==> src/rtl/uart_pkg.sv <==
// Shared definitions for the FIFO-draining UART transmitter.
package uart_pkg;

    typedef enum logic [2:0] {
        IDLE,
        WAIT,
        START,
        DATA,
        STOP
    } state_t;

    localparam logic START_LVL = 1'b0;
    localparam logic STOP_LVL  = 1'b1;
    localparam logic IDLE_LVL  = 1'b1;

    // Cycles from the start-bit falling edge to the end of the last stop bit.
    function automatic int frame_cycles(input int clks_per_bit, input int data_w, input int stop_bits);
        return (1 + data_w + stop_bits) * clks_per_bit;
    endfunction

endpackage

==> src/rtl/fifo_uart_tx_baud_tick.sv <==
// Bit-period counter: ticks in the last cycle of every CLKS_PER_BIT-cycle bit
// while run is high, and starts counting from zero each time run rises.
// pre_tick fires one cycle earlier so registered outputs can line up with tick.
module baud_tick #(
    parameter int CLKS_PER_BIT = 4
) (
    input  logic clock,
    input  logic reset,
    input  logic run,
    output logic tick,
    output logic pre_tick
);

    localparam int CW = (CLKS_PER_BIT > 1) ? $clog2(CLKS_PER_BIT) : 1;
    localparam logic [CW-1:0] LAST_CNT = CW'(CLKS_PER_BIT - 1);
    localparam logic [CW-1:0] PRE_CNT  = CW'(CLKS_PER_BIT - 2);

    logic [CW-1:0] cnt_q;
    logic [CW-1:0] cnt_d;

    // Hold at zero while stopped so every run starts a fresh bit period.
    always_comb begin
        cnt_d = cnt_q;
        if (!run) begin
            cnt_d = '0;
        end else if (cnt_q == LAST_CNT) begin
            cnt_d = '0;
        end else begin
            cnt_d = cnt_q + CW'(1);
        end
    end

    // Counter register with asynchronous active-low clear.
    always_ff @(posedge clock or negedge reset) begin
        if (!reset) begin
            cnt_q <= '0;
        end else begin
            cnt_q <= cnt_d;
        end
    end

    assign tick     = run && (cnt_q == LAST_CNT);
    assign pre_tick = run && (cnt_q == PRE_CNT);

endmodule

==> src/rtl/fifo_uart_tx.sv <==
// Self-timed FIFO reader that serialises each popped byte as a UART frame
// (start bit, DATA_W data bits LSB first, STOP_BITS stop bits) on tx.
module fifo_uart_tx
    import uart_pkg::*;
#(
    parameter int CLKS_PER_BIT = 4,
    parameter int STOP_BITS    = 1,
    parameter int DATA_W       = 8
) (
    input  logic              clock,
    input  logic              reset,
    input  logic              enable,
    input  logic              empty,
    input  logic [DATA_W-1:0] dout,
    output logic              rd,
    output logic              tx,
    output logic              busy,
    output logic              byte_done
);

    localparam int BW = $clog2(DATA_W + 1);

    state_t            state_q, state_d;
    logic [BW-1:0]     bit_cnt_q, bit_cnt_d;
    logic [DATA_W-1:0] shift_q, shift_d;
    logic              tx_q, tx_d;
    logic              byte_done_q, byte_done_d;
    logic              pop;
    logic              run;
    logic              tick;
    logic              pre_tick;

    assign pop = (state_q == IDLE) && enable && !empty;
    assign run = (state_q == START) || (state_q == DATA) || (state_q == STOP);

    baud_tick #(
        .CLKS_PER_BIT(CLKS_PER_BIT)
    ) u_baud_tick (
        .clock   (clock),
        .reset   (reset),
        .run     (run),
        .tick    (tick),
        .pre_tick(pre_tick)
    );

    // State register: reset abandons any partial frame and parks the line high.
    always_ff @(posedge clock or negedge reset) begin
        if (!reset) begin
            state_q     <= IDLE;
            bit_cnt_q   <= '0;
            shift_q     <= '0;
            tx_q        <= IDLE_LVL;
            byte_done_q <= 1'b0;
        end else begin
            state_q     <= state_d;
            bit_cnt_q   <= bit_cnt_d;
            shift_q     <= shift_d;
            tx_q        <= tx_d;
            byte_done_q <= byte_done_d;
        end
    end

    // Next-state logic: bit_cnt counts data bits in DATA and stop bits in STOP.
    always_comb begin
        state_d   = state_q;
        bit_cnt_d = bit_cnt_q;
        shift_d   = shift_q;
        case (state_q)
            IDLE: begin
                if (pop) begin
                    state_d = WAIT;
                end
            end
            WAIT: begin
                shift_d   = dout;
                bit_cnt_d = '0;
                state_d   = START;
            end
            START: begin
                if (tick) begin
                    state_d = DATA;
                end
            end
            DATA: begin
                if (tick) begin
                    shift_d = shift_q >> 1;
                    if (bit_cnt_q == BW'(DATA_W - 1)) begin
                        bit_cnt_d = '0;
                        state_d   = STOP;
                    end else begin
                        bit_cnt_d = bit_cnt_q + BW'(1);
                    end
                end
            end
            STOP: begin
                if (tick) begin
                    if (bit_cnt_q == BW'(STOP_BITS - 1)) begin
                        bit_cnt_d = '0;
                        state_d   = IDLE;
                    end else begin
                        bit_cnt_d = bit_cnt_q + BW'(1);
                    end
                end
            end
            default: begin
                state_d = IDLE;
            end
        endcase
    end

    // Output decode: tx is computed from the upcoming state so the registered
    // line changes in the same cycle the FSM enters each phase.
    always_comb begin
        tx_d = IDLE_LVL;
        case (state_d)
            START:   tx_d = START_LVL;
            DATA:    tx_d = shift_d[0];
            STOP:    tx_d = STOP_LVL;
            default: tx_d = IDLE_LVL;
        endcase
        byte_done_d = (state_q == STOP) && (bit_cnt_q == BW'(STOP_BITS - 1)) && pre_tick;
        rd          = pop && reset;
        busy        = (pop && reset) || (state_q != IDLE);
    end

    assign tx        = tx_q;
    assign byte_done = byte_done_q;

endmodule
==> config.mk <==
export PLATFORM = sky130hd
export DESIGN_NAME = fifo_uart_tx
export DESIGN_NICKNAME = d
export VERILOG_FILES = /design/src/rtl/uart_pkg.sv /design/src/rtl/fifo_uart_tx_baud_tick.sv /design/src/rtl/fifo_uart_tx.sv
export SDC_FILE = /design/constraint.sdc
export NUM_CORES = 1
export LEC_CHECK = 0
export CAP_MARGIN = 20
export CORE_MARGIN = 2
export CORE_UTILIZATION = 40
export DETAILED_ROUTE_END_ITERATION = 8
export RECOVER_POWER = 50
export SLEW_MARGIN = 20
export SYNTH_ARGS = -nofsm -noshare
export SYNTH_HDL_FRONTEND = slang
export SYNTH_HIERARCHICAL = 1
export SYNTH_SLANG_ARGS = --single-unit
==> constraint.sdc <==
create_clock -name clock -period 2.62 [get_ports clock]
set_clock_uncertainty 0.2 [all_clocks]
set_input_delay 0.393 -clock clock [delete_from_list [all_inputs] [get_ports clock]]
set_output_delay 0.393 -clock clock [all_outputs]
set_load 0.02 [all_outputs]
==> results of run 1 <==
worst min-delay path by stage:
stage / from / end / slack, ns / cells after the start
floorplan: reset / bit_cnt_q[0]$_DFFE_PN0P_ / -0.10 / 0
global placement: u_baud_tick/cnt_q[0]$_DFF_PN0_ / u_baud_tick/cnt_q[0]$_DFF_PN0_ / 0.25 / 1
detailed placement: u_baud_tick/cnt_q[0]$_DFF_PN0_ / u_baud_tick/cnt_q[0]$_DFF_PN0_ / 0.26 / 1
CTS: reset / state_q[0]$_DFF_PN0_ / 0.28 / 2
global route: u_baud_tick/cnt_q[0]$_DFF_PN0_ / u_baud_tick/cnt_q[0]$_DFF_PN0_ / 0.31 / 1
finish: u_baud_tick/cnt_q[0]$_DFF_PN0_ / u_baud_tick/cnt_q[0]$_DFF_PN0_ / 0.27 / 1
layout by cell type, fill, tap and decap left out, types with 4 or more instances in the layout:
| cell type | n |
|---|---|
| dfrtp_1 | 18 |
| clkdlybuf4s50_1 | 15 |
| o21ai_0 | 10 |
| nand3b_1 | 9 |
| nand2_1 | 7 |
| o22ai_1 | 6 |
| a21oi_1 | 6 |
| buf_4 | 6 |
| inv_1 | 5 |
| ha_1 | 4 |
worst max-delay path, delay by kind of cell (launching register included):
kind / cells / cell delay, ns
flip-flops: 1 / 0.40
buffers and inverters: 2 / 0.88
AND/OR/NAND/NOR: 1 / 0.31
power breakdown:
group | total (mW) | internal, mW | switching (mW) | leakage (nW)
Sequential | 0.405 | 0.364 | 0.0412 | 0.245
Combinational | 0.390 | 0.183 | 0.208 | 0.304
Clock | 0.146 | 0.0593 | 0.0862 | 0.0150
routing by layer:
metal / vias to the layer above / GRT usage / routed length, um
met4: 0 / 0.03987 / 16
met1: 448 / 0.2310 / 1157
met2: 13 / 0.2695 / 1165
li1: 464 / - / -
met3: 2 / 0.04464 / 110
met5: - / 0 / 0
area by class of cell:
cell class | instances | area [um2]
fillers | 270 | 1385
multi-input cells | 86 | 613.1
flip-flops and latches | 19 | 476.7
repair buffers | 22 | 198.9
well taps | 31 | 38.79
clock buffers | 4 | 26.28
inverters | 5 | 18.77
metrics by stage:
stage | std cells | worst slack [ns] | utilization | hold slack, ns
after global routing | 167 | 0.02114 | 0.4977 | 0.3066
after global placement | 163 | 0.2237 | 0.4905 | 0.2550
after floorplan | 119 | 0.2427 | - | -0.1026
after detailed placement | 163 | 0.1810 | 0.4905 | 0.2611
final | 167 | 0.1473 | 0.4977 | 0.2668
after CTS | 167 | 0.1308 | 0.5000 | 0.2759
logic make-up (layout without fill, tap and decap cells):
family          count (synthesis)  count (layout)  synth area share
simple gates                   44              44            0.2540
flops                          19              19            0.4101
buf+inv                        14              31           0.06028
mux                             2               2           0.01722
fa+ha+maj                       4               4           0.04306
compound gates                 36              36            0.2153
registers in the layout, summed over array words and instances (netlist names):
register,cells
state_q,3
bit_cnt_q,4
byte_done,1
tx,1
u_baud_tick/cnt_q,2
shift_q,8
==> results_dict.tcl, run 1 <==
set metrics [dict create \
    slew_violations 0 \
    ant_nets 0 \
    cp.required_ns 2.03 \
    synth_warnings 6 \
    vias 927 \
    wl_per_cell_um 14.66 \
    antenna_found_initial 0 \
    status "complete, no violations" \
    cts_buffers 3 \
    synthArstFlopShare 1.000 \
    synth-seq-cells 19 \
    netlist.area_leader.share 0.3875 \
    r2r_slack_ns 0.27 \
    n_antenna_cell 0 \
    finalSetupTns_ns 0 \
    netlist_instances 119 \
    dp_hpwl_um 1757 \
    holdBufCountCts 0 \
    start_util 0.4215 \
    critPathLaunchType "flip-flop" \
    gp_congestion 0.7826 \
    ir_drop_v 0.0003504 \
    slowest_stage "clkdlybuf4s50_1" \
    slowest_delay_ns 0.67 \
    route.detailed.drc 0 \
    core_area_um2 2758 \
    synth.top_cells.by_count "dfrtp_1, o21ai_0, nand3b_1" \
    clockRootBuffer "clkbuf_4" \
    cts.repair.resized 0 \
    worst_slew_pin_slew_ns 1.071 \
    die-area_um2 3353 \
    rows 19 \
    yosysMostFrequentCell "dfrtp_1" \
    hold_violations 0 \
    synth-main-ff-cell "dfrtp_1" \
    endpoint "rd" \
    syn_to_final_growth_pct 18.08 \
    grt_pass1_vias 937 \
    cts.sinks 19 \
    overflow 0 \
    p_total_uw 940.6 \
    reg2reg_depth 6 \
    setup_viol 0 \
    r2r-end "bit_cnt_q[3]$_DFFE_PN0P_" \
    synth_edf_count 0 \
    critPathLaunch "state_q[1]$_DFF_PN0_" \
    p_per_area_nw_per_um2 685.3 \
    drive_above_1_share 0.1103 \
    grt_max_degree 20 \
    cp-end-kind "primary output" \
    ios 16 \
    hp-class "flip-flop to flip-flop" \
    grt_pass1_wl_um 4409 \
    die_width_um 57.91 \
    drt-pass1-iter-count 4 \
    nNetsFinal 153 \
    yosys-top-cells-area "dfrtp_1, nand3b_1, ha_1" \
    period_share 0.9438 \
    dpl-instance-area_um2 1353 \
    maxCapViolCount 0 \
    syn_avg_cell_area_um2 9.768 \
    r2r_start "state_q[1]$_DFF_PN0_" \
    seq_area_frac_synth 0.4101 \
    leakage_nw 0.5632 \
    clk_path_buf_depth 2 \
    synth_cell_types 44 \
    crit_arrival_ns 1.88 \
    path_cells "buf_4 -> nor4_1 -> clkdlybuf4s50_1" \
    die_h_um 57.91 \
    insertion_delay_ns 0.30 \
    syn-num-nets 135 \
    final_cell_area_um2 1373 \
    cts_tree "done" \
    path_clk_slew_ns 0.10 \
    numPortBuffers 15 \
    grt_use_total 0.1693 \
    yosys.area.top_type "dfrtp_1" \
    fmax_ghz 0.4044 \
    vias_per_cell 5.551 \
    wirelength_um 2449 \
    htreeDepth 1 \
    synthesis.area_um2 1162 \
    rsz0062_at_grt "false" \
    cp_max_fo 17 \
    period_minus_slack_ns 2.473 \
    post-cts-setup-buffers 0 \
    drt_iter0_markers 44 \
    relSlewSlack 0.2862 \
    crit_type "flip-flop to primary output" \
]
Note: power is estimated with default switching activity, not from simulation.
==> inputs of run 2 (changes only) <==
SYNTH_HIERARCHICAL = default   (was 1)
clock period = 2.64 ns   (was 2.62 ns; I/O delays follow)
==> results_dict.tcl, run 2 <==
set metrics [dict create \
    status "complete, no violations" \
    cts_buffers 3 \
    hold_violations 0 \
    rows 18 \
    ios 16 \
    synth-seq-cells 19 \
    crit_type "flip-flop to primary output" \
    synth_warnings 0 \
    drt-pass1-iter-count 4 \
    grt_max_degree 20 \
    ir_drop_v 0.0004971 \
    syn-num-nets 128 \
    route.detailed.drc 0 \
    die_width_um 56.14 \
    netlist.area_leader.share 0.4143 \
    largest_register_ffs 8 \
    clk_path_buf_depth 2 \
    synth_edf_count 0 \
    drive_above_1_share 0.1260 \
    top_regs "shift_q: 8 flops, bit_cnt_q: 4 flops, state_q: 3 flops" \
    cp.required_ns 2.04 \
    period_share 0.9260 \
    overflow 0 \
    period_minus_slack_ns 2.445 \
    dp_slack_ns 0.2127 \
    dp_hpwl_um 1716 \
    yosys-top-cells-area "dfrtp_1, o22ai_1, buf_6" \
    finalSetupTns_ns 0 \
    rsz0062_at_grt "false" \
    gp_congestion 0.7980 \
    n_antenna_cell 0 \
    cp_max_fo 9 \
    synth.top_cells.by_count "dfrtp_1, o22ai_1, a21oi_1" \
    cts.sinks 19 \
    worst_slew_pin_slew_ns 1.039 \
    ant_nets 0 \
    vias_per_cell 5.694 \
    vias 894 \
    synthArstFlopShare 1.000 \
    fmax_ghz 0.4091 \
    use_met1 0.2091 \
    fin_ws_ns 0.1954 \
    start_util 0.4311 \
    wirelength_um 2406 \
    relSlewSlack 0.3073 \
    path_clk_slew_ns 0.12 \
    grt_pass1_vias 943 \
    leakage_nw 0.5290 \
    maxCapViolCount 0 \
    holdBufCountCts 0 \
    wl_per_cell_um 15.32 \
    dp_cells 153 \
    slew_violations 0 \
    hp-class "flip-flop to flip-flop" \
    syn_to_final_growth_pct 15.77 \
    mostFrequentLayoutCell "dfrtp_1" \
    core_area_um2 2522 \
    final_cell_mix "dfrtp_1, o22ai_1, clkdlybuf4s50_1, a21oi_1, inv_1" \
    seq_area_frac_synth 0.4384 \
    cp-end-kind "primary output" \
    antenna_found_initial 0 \
    drt_iter0_markers 20 \
    synthesis.area_um2 1087 \
    p_total_mw 1.227 \
    regMostFlops "shift_q" \
    syn_avg_cell_area_um2 9.708 \
    nNetsFinal 144 \
    setup_viol 0 \
    grt_pass1_wl_um 4340 \
    use_met2 0.2992 \
    post-cts-setup-buffers 0 \
    netlist_instances 112 \
    stdcell_count 157 \
    synth_cell_types 34 \
    yosys.area.top_type "dfrtp_1" \
    clockRootBuffer "clkbuf_4" \
    cts_tree "done" \
    numPortBuffers 15 \
    die_h_um 56.14 \
    insertion_delay_ns 0.30 \
    yosysMostFrequentCell "dfrtp_1" \
    die-area_um2 3151 \
    p_per_area_nw_per_um2 975.2 \
    grt_use_total 0.1719 \
    htreeDepth 1 \
    critPathLaunchType "flip-flop" \
    top_usage_layer "met2" \
    use_met3 0.03256 \
    synth-main-ff-cell "dfrtp_1" \
    crit_arrival_ns 1.85 \
]
run 2: cell count changes in the layout (fill, tap and decap cells not counted), moves of 2 or more:
cell             delta
o21ai_0             -3
inv_1               +3
nand3b_1            -8
clkdlybuf4s50_1     -2
nor2_1              +2
nor2b_1             -3
o22ai_1             +8
and2b_1             -2
buf_4               -5
a21oi_1             +5
a31o_1              -2
run 2: kinds of logic (layout without fill, tap and decap cells):
logic type,count (synthesis),in the layout,synth area share
simple gates,33,33,0.1922
flops,19,19,0.4384
buf+inv,15,30,0.08976
mux,1,1,0.009206
compound gates,40,40,0.2244
fa+ha+maj,4,4,0.04603
run 2: timing repair:
item | 4_1_cts | 5_1_grt
setup endpoints to repair | 0 | 2
hold endpoints to repair | 0 | 0
gates resized for setup | 0 | 3
run 2: critical path, stage by stage (launching register included):
cell and delay, ns:
dfrtp_2 0.48, nor3_2 0.22, and4b_1 0.23, clkdlybuf4s50_1 0.62
run 2: stage by stage:
stage	hold WS (ns)	utilization	area [um2]
floorplan	-0.09959	-	1087
global placement	0.2621	0.4876	1230
detailed placement	0.2660	0.4876	1230
CTS	0.2837	0.4985	1257
global route	0.2991	0.4990	1259
finish	0.2817	0.4990	1259
run 2: path summary, 6_finish.rpt:
check | start | to | slack [ns] | depth (start not counted)
max in group asynchronous | reset | state_q[2]$_DFF_PN0_ | 0.90 | 2
hold reg to reg | u_baud_tick.cnt_q[0]$_DFF_PN0_ | u_baud_tick.cnt_q[0]$_DFF_PN0_ | 0.28 | 1
setup / recovery | state_q[2]$_DFF_PN0_ | rd | 0.20 | 3
setup reg to reg | state_q[1]$_DFF_PN0_ | bit_cnt_q[2]$_DFFE_PN0P_ | 0.53 | 5
hold / removal | u_baud_tick.cnt_q[0]$_DFF_PN0_ | u_baud_tick.cnt_q[0]$_DFF_PN0_ | 0.28 | 1
min in group asynchronous | reset | bit_cnt_q[0]$_DFFE_PN0P_ | 0.65 | 2
run 2: final cells by class:
type                    count  area, um2
clock buffers               3      22.52
clock inverters             1      5.005
fillers                   252       1264
inverters                   8      30.03
multi-input cells          78      518.0
flip-flops and latches     19      478.0
well taps                  30      37.54
repair buffers             18      167.7
run 2: metal layers:
layer | wire length [um] | share of wire | up-vias
met4 | 25 | 0.010 | 0
li1 | - | - | 436
met2 | 1235 | 0.51 | 18
met5 | 0 | 0 | -
met1 | 1077 | 0.45 | 436
met3 | 68 | 0.028 | 4
run 2: where the power goes:
group,internal (mW),switching (mW)
logic,0.263,0.300
registers,0.421,0.0899
clock network,0.0565,0.0976
total,0.740,0.488
